**src/rtl/hazard_ctrl.sv**
```systemverilog
// hazard_ctrl: stall/bubble and forwarding control for a 5-stage MIPS pipeline.
// Tracks the destination register and remaining Tnew of the instructions in E, M
// and W. From those records it compares each D-stage operand's Tuse against the
// producer's Tnew. The result is a stall request plus the forwarding-mux selects
// for the D and E stages.
// Optional build macro: HAZARD_PERF_EN adds saturating 32-bit stall_cnt and
// fwd_cnt performance counters.
module hazard_ctrl #(
    parameter int ADDR_W = 5,
    parameter int T_W    = 2
) (
    input  logic              clk,
    input  logic              reset,
    input  logic [T_W-1:0]    Tuse_rs,
    input  logic [T_W-1:0]    Tuse_rt,
    input  logic [T_W-1:0]    TnewD,
    input  logic [ADDR_W-1:0] A_rsD,
    input  logic [ADDR_W-1:0] A_rtD,
    input  logic [ADDR_W-1:0] AwriteD,
    output logic              stall,
    output logic [1:0]        FwdRsD,
    output logic [1:0]        FwdRtD,
    output logic [1:0]        FwdRsE,
    output logic [1:0]        FwdRtE,
`ifdef HAZARD_PERF_EN
    output logic [31:0]       stall_cnt,
    output logic [31:0]       fwd_cnt,
`endif
    output logic [ADDR_W-1:0] A_writeW
);

    // Forwarding-mux encodings shared by the D and E selects
    localparam logic [1:0] FWD_NONE = 2'd0;
    localparam logic [1:0] FWD_E    = 2'd1;
    localparam logic [1:0] FWD_M    = 2'd2;
    localparam logic [1:0] FWD_W    = 2'd3;

    // Saturating decrement: a produced result stays "ready" (Tnew = 0)
    function automatic logic [T_W-1:0] satdec(input logic [T_W-1:0] x);
        return (x == '0) ? '0 : x - 1'b1;
    endfunction

    // ------------------------------------------------------------------
    // Stage records
    // ------------------------------------------------------------------
    logic [ADDR_W-1:0] rs_e_reg, rs_e_next;
    logic [ADDR_W-1:0] rt_e_reg, rt_e_next;
    logic [ADDR_W-1:0] a_e_reg,  a_e_next;
    logic [T_W-1:0]    tnew_e_reg, tnew_e_next;
    logic [ADDR_W-1:0] a_m_reg,  a_m_next;
    logic [T_W-1:0]    tnew_m_reg, tnew_m_next;
    logic [ADDR_W-1:0] a_w_reg,  a_w_next;

    // Per-operand views: index 0 = rs, index 1 = rt
    logic [ADDR_W-1:0] a_d    [2];
    logic [T_W-1:0]    tuse_d [2];
    logic [ADDR_W-1:0] a_x_e  [2];
    logic [1:0]        fwd_d  [2];
    logic [1:0]        fwd_e  [2];
    logic [1:0]        haz_e;
    logic [1:0]        haz_m;

    assign a_d[0]    = A_rsD;
    assign a_d[1]    = A_rtD;
    assign tuse_d[0] = Tuse_rs;
    assign tuse_d[1] = Tuse_rt;
    assign a_x_e[0]  = rs_e_reg;
    assign a_x_e[1]  = rt_e_reg;

    // ------------------------------------------------------------------
    // Per-operand hazard detection and forwarding selection
    // ------------------------------------------------------------------
    generate
        for (genvar gi = 0; gi < 2; gi++) begin : g_operand
            logic match_e_d;
            logic match_m_d;
            logic match_w_d;
            logic match_m_e;
            logic match_w_e;

            // Address matches of the D-stage and E-stage operand against the records
            always_comb begin
                match_e_d = (a_d[gi] != '0) && (a_d[gi] == a_e_reg);
                match_m_d = (a_d[gi] != '0) && (a_d[gi] == a_m_reg);
                match_w_d = (a_d[gi] != '0) && (a_d[gi] == a_w_reg);
                match_m_e = (a_x_e[gi] != '0) && (a_x_e[gi] == a_m_reg);
                match_w_e = (a_x_e[gi] != '0) && (a_x_e[gi] == a_w_reg);
            end

            // A producer whose result arrives later than the operand is needed forces a stall
            always_comb begin
                haz_e[gi] = match_e_d && (tnew_e_reg > tuse_d[gi]);
                haz_m[gi] = match_m_d && (tnew_m_reg > tuse_d[gi]);
            end

            // D-stage select: youngest ready producer wins (E > M > W)
            always_comb begin
                fwd_d[gi] = FWD_NONE;
                if (match_e_d && (tnew_e_reg == '0)) begin
                    fwd_d[gi] = FWD_E;
                end else if (match_m_d && (tnew_m_reg == '0)) begin
                    fwd_d[gi] = FWD_M;
                end else if (match_w_d) begin
                    fwd_d[gi] = FWD_W;
                end
            end

            // E-stage select: M result preferred over W result
            always_comb begin
                fwd_e[gi] = FWD_NONE;
                if (match_m_e && (tnew_m_reg == '0)) begin
                    fwd_e[gi] = FWD_M;
                end else if (match_w_e) begin
                    fwd_e[gi] = FWD_W;
                end
            end
        end
    endgenerate

    assign stall    = (|haz_e) | (|haz_m);
    assign FwdRsD   = fwd_d[0];
    assign FwdRtD   = fwd_d[1];
    assign FwdRsE   = fwd_e[0];
    assign FwdRtE   = fwd_e[1];
    assign A_writeW = a_w_reg;

    // ------------------------------------------------------------------
    // Record advance
    // ------------------------------------------------------------------

    // Next-record computation: E bubbles on stall, M and W always advance
    always_comb begin
        rs_e_next   = A_rsD;
        rt_e_next   = A_rtD;
        a_e_next    = AwriteD;
        tnew_e_next = satdec(TnewD);
        if (stall) begin
            rs_e_next   = '0;
            rt_e_next   = '0;
            a_e_next    = '0;
            tnew_e_next = '0;
        end
        a_m_next    = a_e_reg;
        tnew_m_next = satdec(tnew_e_reg);
        a_w_next    = a_m_reg;
    end

    // Record registers; reset discards every in-flight record
    always_ff @(posedge clk) begin
        if (reset) begin
            rs_e_reg   <= '0;
            rt_e_reg   <= '0;
            a_e_reg    <= '0;
            tnew_e_reg <= '0;
            a_m_reg    <= '0;
            tnew_m_reg <= '0;
            a_w_reg    <= '0;
        end else begin
            rs_e_reg   <= rs_e_next;
            rt_e_reg   <= rt_e_next;
            a_e_reg    <= a_e_next;
            tnew_e_reg <= tnew_e_next;
            a_m_reg    <= a_m_next;
            tnew_m_reg <= tnew_m_next;
            a_w_reg    <= a_w_next;
        end
    end

`ifdef HAZARD_PERF_EN
    // ------------------------------------------------------------------
    // Performance counters (saturating)
    // ------------------------------------------------------------------
    logic [31:0] stall_cnt_reg, stall_cnt_next;
    logic [31:0] fwd_cnt_reg,   fwd_cnt_next;
    logic        any_fwd;

    assign any_fwd = (FwdRsD != FWD_NONE) || (FwdRtD != FWD_NONE) ||
                     (FwdRsE != FWD_NONE) || (FwdRtE != FWD_NONE);

    // Increment on the event, holding at all-ones
    always_comb begin
        stall_cnt_next = stall_cnt_reg;
        fwd_cnt_next   = fwd_cnt_reg;
        if (stall && (stall_cnt_reg != 32'hFFFF_FFFF)) begin
            stall_cnt_next = stall_cnt_reg + 32'd1;
        end
        if (any_fwd && (fwd_cnt_reg != 32'hFFFF_FFFF)) begin
            fwd_cnt_next = fwd_cnt_reg + 32'd1;
        end
    end

    // Counter registers
    always_ff @(posedge clk) begin
        if (reset) begin
            stall_cnt_reg <= '0;
            fwd_cnt_reg   <= '0;
        end else begin
            stall_cnt_reg <= stall_cnt_next;
            fwd_cnt_reg   <= fwd_cnt_next;
        end
    end

    assign stall_cnt = stall_cnt_reg;
    assign fwd_cnt   = fwd_cnt_reg;
`endif

endmodule
```
**config.mk**
```make
export PLATFORM = sky130hd
export DESIGN_NAME = hazard_ctrl
export DESIGN_NICKNAME = d
export VERILOG_FILES = /design/src/rtl/hazard_ctrl.sv
export SDC_FILE = /design/constraint.sdc
export NUM_CORES = 1
export LEC_CHECK = 0
export ABC_AREA = 1
export ABC_CLOCK_PERIOD_IN_PS = 1600
export BUFFER_PORTS_ARGS = -buffer_cell sky130_fd_sc_hd__buf_4
export CAP_MARGIN = 20
export CORE_ASPECT_RATIO = 0.75
export CORE_UTILIZATION = 55
export CTS_CLUSTER_SIZE = 28
export DETAILED_ROUTE_END_ITERATION = 6
export PLACE_DENSITY = 0.9
export RECOVER_POWER = 50
export SYNTH_ARGS = -nofsm -noshare
export SYNTH_HDL_FRONTEND = slang
export SYNTH_SLANG_ARGS = --single-unit
```
**constraint.sdc**
```tcl
create_clock -name clk -period 1.6 [get_ports clk]
set_clock_uncertainty 0.05 [all_clocks]
set_input_delay 0.16 -clock clk [delete_from_list [all_inputs] [get_ports clk]]
set_output_delay 0.16 -clock clk [all_outputs]
set_load 0.01 [all_outputs]
```
* After elaboration in Yosys (flattened, before gate mapping) *
Index checks and enable logic that the tools add are counted.

word-level totals
  memories = 0
  bits in writable memories = 0
  ROM bits = 0
  latch bits = 0
  bits in registers = 29

operators by class
  muxes and demuxes = 10
  div/mod/pow operators = 0
  eq/ne operators = 10
  $add $sub $neg = 2
  multiply operators = 0
  bitwise operators = 1
  order comparisons = 4
  reduce and logical (&&, ||, !) cells = 32
  shifts and indexed selects = 0

operators with widths
  cell                                              number
  equality test 5 bit                               10
  logical AND 1 bit                                 20
  2-to-1 mux 2 bit                                  10
  nonzero test 5 bit                                4
  greater-than comparator 2 bit                     4
  OR reduction 2 bit                                4
  logical NOT 2 bit                                 3
  subtractor 2 x 1 -> 2 bit, second input constant  2
  OR reduction 3 bit                                1
  OR 1 bit                                          1

* Longest topological paths before layout *
  depth in word-level cells = 6
  gate-level depth with buffers = 11

* Worst setup path before layout *
OpenSTA, ideal clock, no wires.

  path kind = flip-flop to flip-flop
  start = register tnew_m_reg[1]
  end = register rs_e_reg[4]
  setup slack = 159 ps
  arrival = 1,329 ps
  stages on the path, launching flop included = 10
  required time = 1,488 ps
  path through = dfxtp_1 -> ha_1 -> a21oi_1 -> a21oi_1 -> nand3_2 -> nand2_2 -> nor2_4 -> nand2_4 -> buf_12 -> nor2_2

on the way
  word-level cells in the longest chain between the ends = 5

RTL lines
  item                                   line  source
  from (decl)                            51    logic [T_W-1:0] tnew_m_reg, tnew_m_next;
  from (signal assigned)                 164   tnew_m_reg <= tnew_m_next;
  greater-than comparator 2 bit          93    haz_m[gi] = match_m_d && (tnew_m_reg > tuse_d[gi]);
  logical AND 1 bit                      93
  OR reduction 2 bit *                   120   assign stall = (|haz_e) | (|haz_m);
  OR 1 bit *                             120
  OR reduction 2 bit (no source line) *  -
  to (signal assigned)                   159   rs_e_reg <= rs_e_next;
  to (decl)                              46    logic [ADDR_W-1:0] rs_e_reg, rs_e_next;

Every way passes the cells marked *; elsewhere a longest branch is shown, timed or not.
A chain may end at the register's enable or synchronous reset.

* Worst setup path in the final report *
  start = register a_w_reg[1], in the netlist A_writeW[1]
  end = output port FwdRtD[1]

on the way
  word-level cells in the longest chain between the ends = 5

RTL lines
  item                    line  source
  from (decl)             52    logic [ADDR_W-1:0] a_w_reg, a_w_next;
  from (signal assigned)  165   a_w_reg <= a_w_next;
  equality test 5 bit     85    match_w_d = (a_d[gi] != '0) && (a_d[gi] == a_w_reg);
  logical AND 1 bit       85
  2-to-1 mux 2 bit        103   end else if (match_w_d) begin
  2-to-1 mux 2 bit        101   end else if (match_m_d && (tnew_m_reg == '0)) begin
  2-to-1 mux 2 bit        99    if (match_e_d && (tnew_e_reg == '0)) begin
  to (decl)               22    output logic [1:0] FwdRtD,

Every way passes these cells.

==> results.ini <==
[worst_setup_path]
r2r_start = tnew_e_reg[0]
startpoint_type = flip-flop
cp-startpoint = A_writeW[1]
path_max_fanout = 5
cp.required_ns = 1.39
path_class = flip-flop to output pin
critPathCaptureType = output pin
crit_arrival_ns = 1.60

[sta]
setup_tns_ns = -1.60
period_share_pct = 113
drv_slew = 0
tightestPinTransition_ns = 0.355
rsz0062_at_grt = true
max_freq_mhz = 551
fin_ws_ns = -0.214
period_needed_ns = 1.81
hold_violations = 0
slew_headroom_pct = 76.1
setup_viol = 17
holdWs_ns = 0.0307

[cells_and_area]
fillers = 206
multi_input_area_mm2 = 0.00140
finalNetCount = 346
diodes = 0
postLayoutCellArea_mm2 = 0.00274
final-seq-area_um2 = 611
fin_util_pct = 81.8
drive_above_1_share_pct = 47.1
final_common_cell = buf_4
layout_common_cells = buf_4 (43), nand2_1 (33), inv_1 (30)
area_growth_pct = 40.0

[clock_network]
h-tree-depth = 2
clk_path_buf_depth = 2
cts_inserted_buffers = 5
path_clk_slew_ns = 0.07
cts.sinks = 29
cts_tree = yes
worst_skew_pair.late_latency_ns = 0.29
cts-root-buf = clkbuf_8

[yosys]
yosys.area_share.simple_pct = 30.2
ys_warn_count = 0
syn_inst = 261
synth_edf_count = 0
synth_top_family_by_area = simple AND/OR/NAND/NOR gates
synthMuxAreaShare_pct = 0
synth-xor-area-share_pct = 17.0
seq_area_frac_synth_pct = 29.6
synth-compound-area-share_pct = 4.85
postSynthAreaPerCell_um2 = 7.51
synth_flop_cell = dfxtp_1
syn_nets = 294
ys_types = 33
async_flop_share_pct = 0
ys_ff_latch = 29
synthAdderAreaFrac_pct = 6.39
syn_area_mm2 = 0.00196

[die]
dieArea_mm2 = 0.00381
ios = 37
coreArea_mm2 = 0.00336
initial_core_util_pct = 58.4
row_count = 18
dieWidth_um = 70.9
die_h_um = 53.7

[power]
power_switching_mw = 0.706
power_frac_clock_pct = 29.5
swShare_pct = 34.2
power.share.combinational_pct = 30.8
p_per_area_mw_per_mm2 = 753
sequentialPowerShare_pct = 39.7
power.internal_mw = 1.36
leakagePower_nw = 1.27
max-vdd-ir-drop_mv = 0.629

[routing]
vias = 2037
drt_first_pass_iters = 7
wl_um = 6380
detail-route-antenna-nets = 0
vias_per_cell = 5.75
routedWlPerCell_um = 18.0
drc = 0
drtIter0Drc = 216

[outcome]
status = finished with violations
violations = setup timing

[global_routing]
grtUsageTotal_pct = 31.7
grt-ovfl-total = 0
grt_first_pass_wirelength_um = 8680
antenna_found_initial = 0
grt_max_degree = 16
grt_pass1_vias = 1912

[placed_design]
gp_congestion = 0.999
dp_slack_ns = 0.0267
portBuffers = 36
dp_hpwl_um = 3640
placed_cell_area_mm2 = 0.00228

[flow_run]
cap_violations = 0

[min_path]
hold_path.class = primary input to flip-flop
hp-start = AwriteD[0]

timing repair:
item	CTS	global route
hold buffers	1	0
cloned	0	1
setup buffers	6	0
resized for setup	49	33
pin swaps	13	13
endpoints found under the hold margin	1	0
endpoints found under the setup margin	9	26
routing by layer:
layer	up-vias	routed length, um	track usage (%)
met2	139	3100	60.4
met5	-	0	0
met1	939	2450	34.4
li1	912	-	-
met4	0	371	15.7
met3	47	463	6.93
through the flow:
| stage | total power, mW | cells |
|---|---|---|
| after detailed placement | 1.29 | 338 |
| final | 2.07 | 354 |
| after floorplan | 1.13 | 261 |
| after CTS | 1.94 | 353 |
| after global placement | 1.27 | 338 |
| after global routing | 2.14 | 354 |
final cells by class:
| cell class | count | share of cell area [%] |
|---|---|---|
| inverter | 47 | 6.79 |
| sequential | 29 | 22.3 |
| clock buffer | 6 | 2.64 |
| clock inverter | 2 | 0.365 |
| timing repair buffer | 51 | 15.0 |
| tap | 40 | 1.82 |
| multi-input combinational | 179 | 51.1 |
cells by family after synthesis:
group | count (synthesis)
xor gates and xnor gates | 38
buffers and inverters | 54
adders and majority gates | 10
DFF | 29
AOI/OAI and AO/OA | 17
and+or+nand+nor | 113
Yosys cell counts, types with 3 or more instances:
master | count | area (um^2)
nor3_1 | 6 | 30.0
nor2_2 | 9 | 56.3
nand2_1 | 34 | 128
nand2_2 | 4 | 25.0
xor2_1 | 13 | 114
ha_1 | 10 | 125
nand4_1 | 5 | 31.3
nand3_1 | 12 | 60.1
buf_2 | 3 | 15.0
xnor2_1 | 25 | 219
a21oi_1 | 10 | 50.1
nor2_4 | 4 | 45.0
nor2_1 | 28 | 105
inv_2 | 10 | 37.5
dfxtp_1 | 29 | 581
inv_1 | 37 | 139
power by group through the flow:
stage | sequential (mW) | combinational (mW) | clock, mW
CTS | 0.816 | 0.537 | 0.592
floorplan | 0.814 | 0.315 | 0
detailed placement | 0.825 | 0.467 | 0
global route | 0.824 | 0.679 | 0.638
finish | 0.821 | 0.637 | 0.609
global placement | 0.822 | 0.453 | 0
final timing paths:
| kind | slack [ns] | endpoint | cells past startpoint |
|---|---|---|---|
| worst max-delay path | -0.21 | FwdRtD[1] | 6 |
| worst min-delay path | 0.03 | a_e_reg[0] | 3 |
| worst max register to register | -0.06 | rs_e_reg[4] | 11 |
| worst min register to register | 0.41 | a_m_reg[1] | 2 |
worst max-delay path, stage by stage (launching register included):
cell     delay, ns
dfxtp_4       0.38
xnor2_2       0.18
nand4_1       0.19
o31ai_1       0.27
nand2_1       0.11
inv_1         0.08
buf_6         0.10
Power figures use the tool's default switching activity.
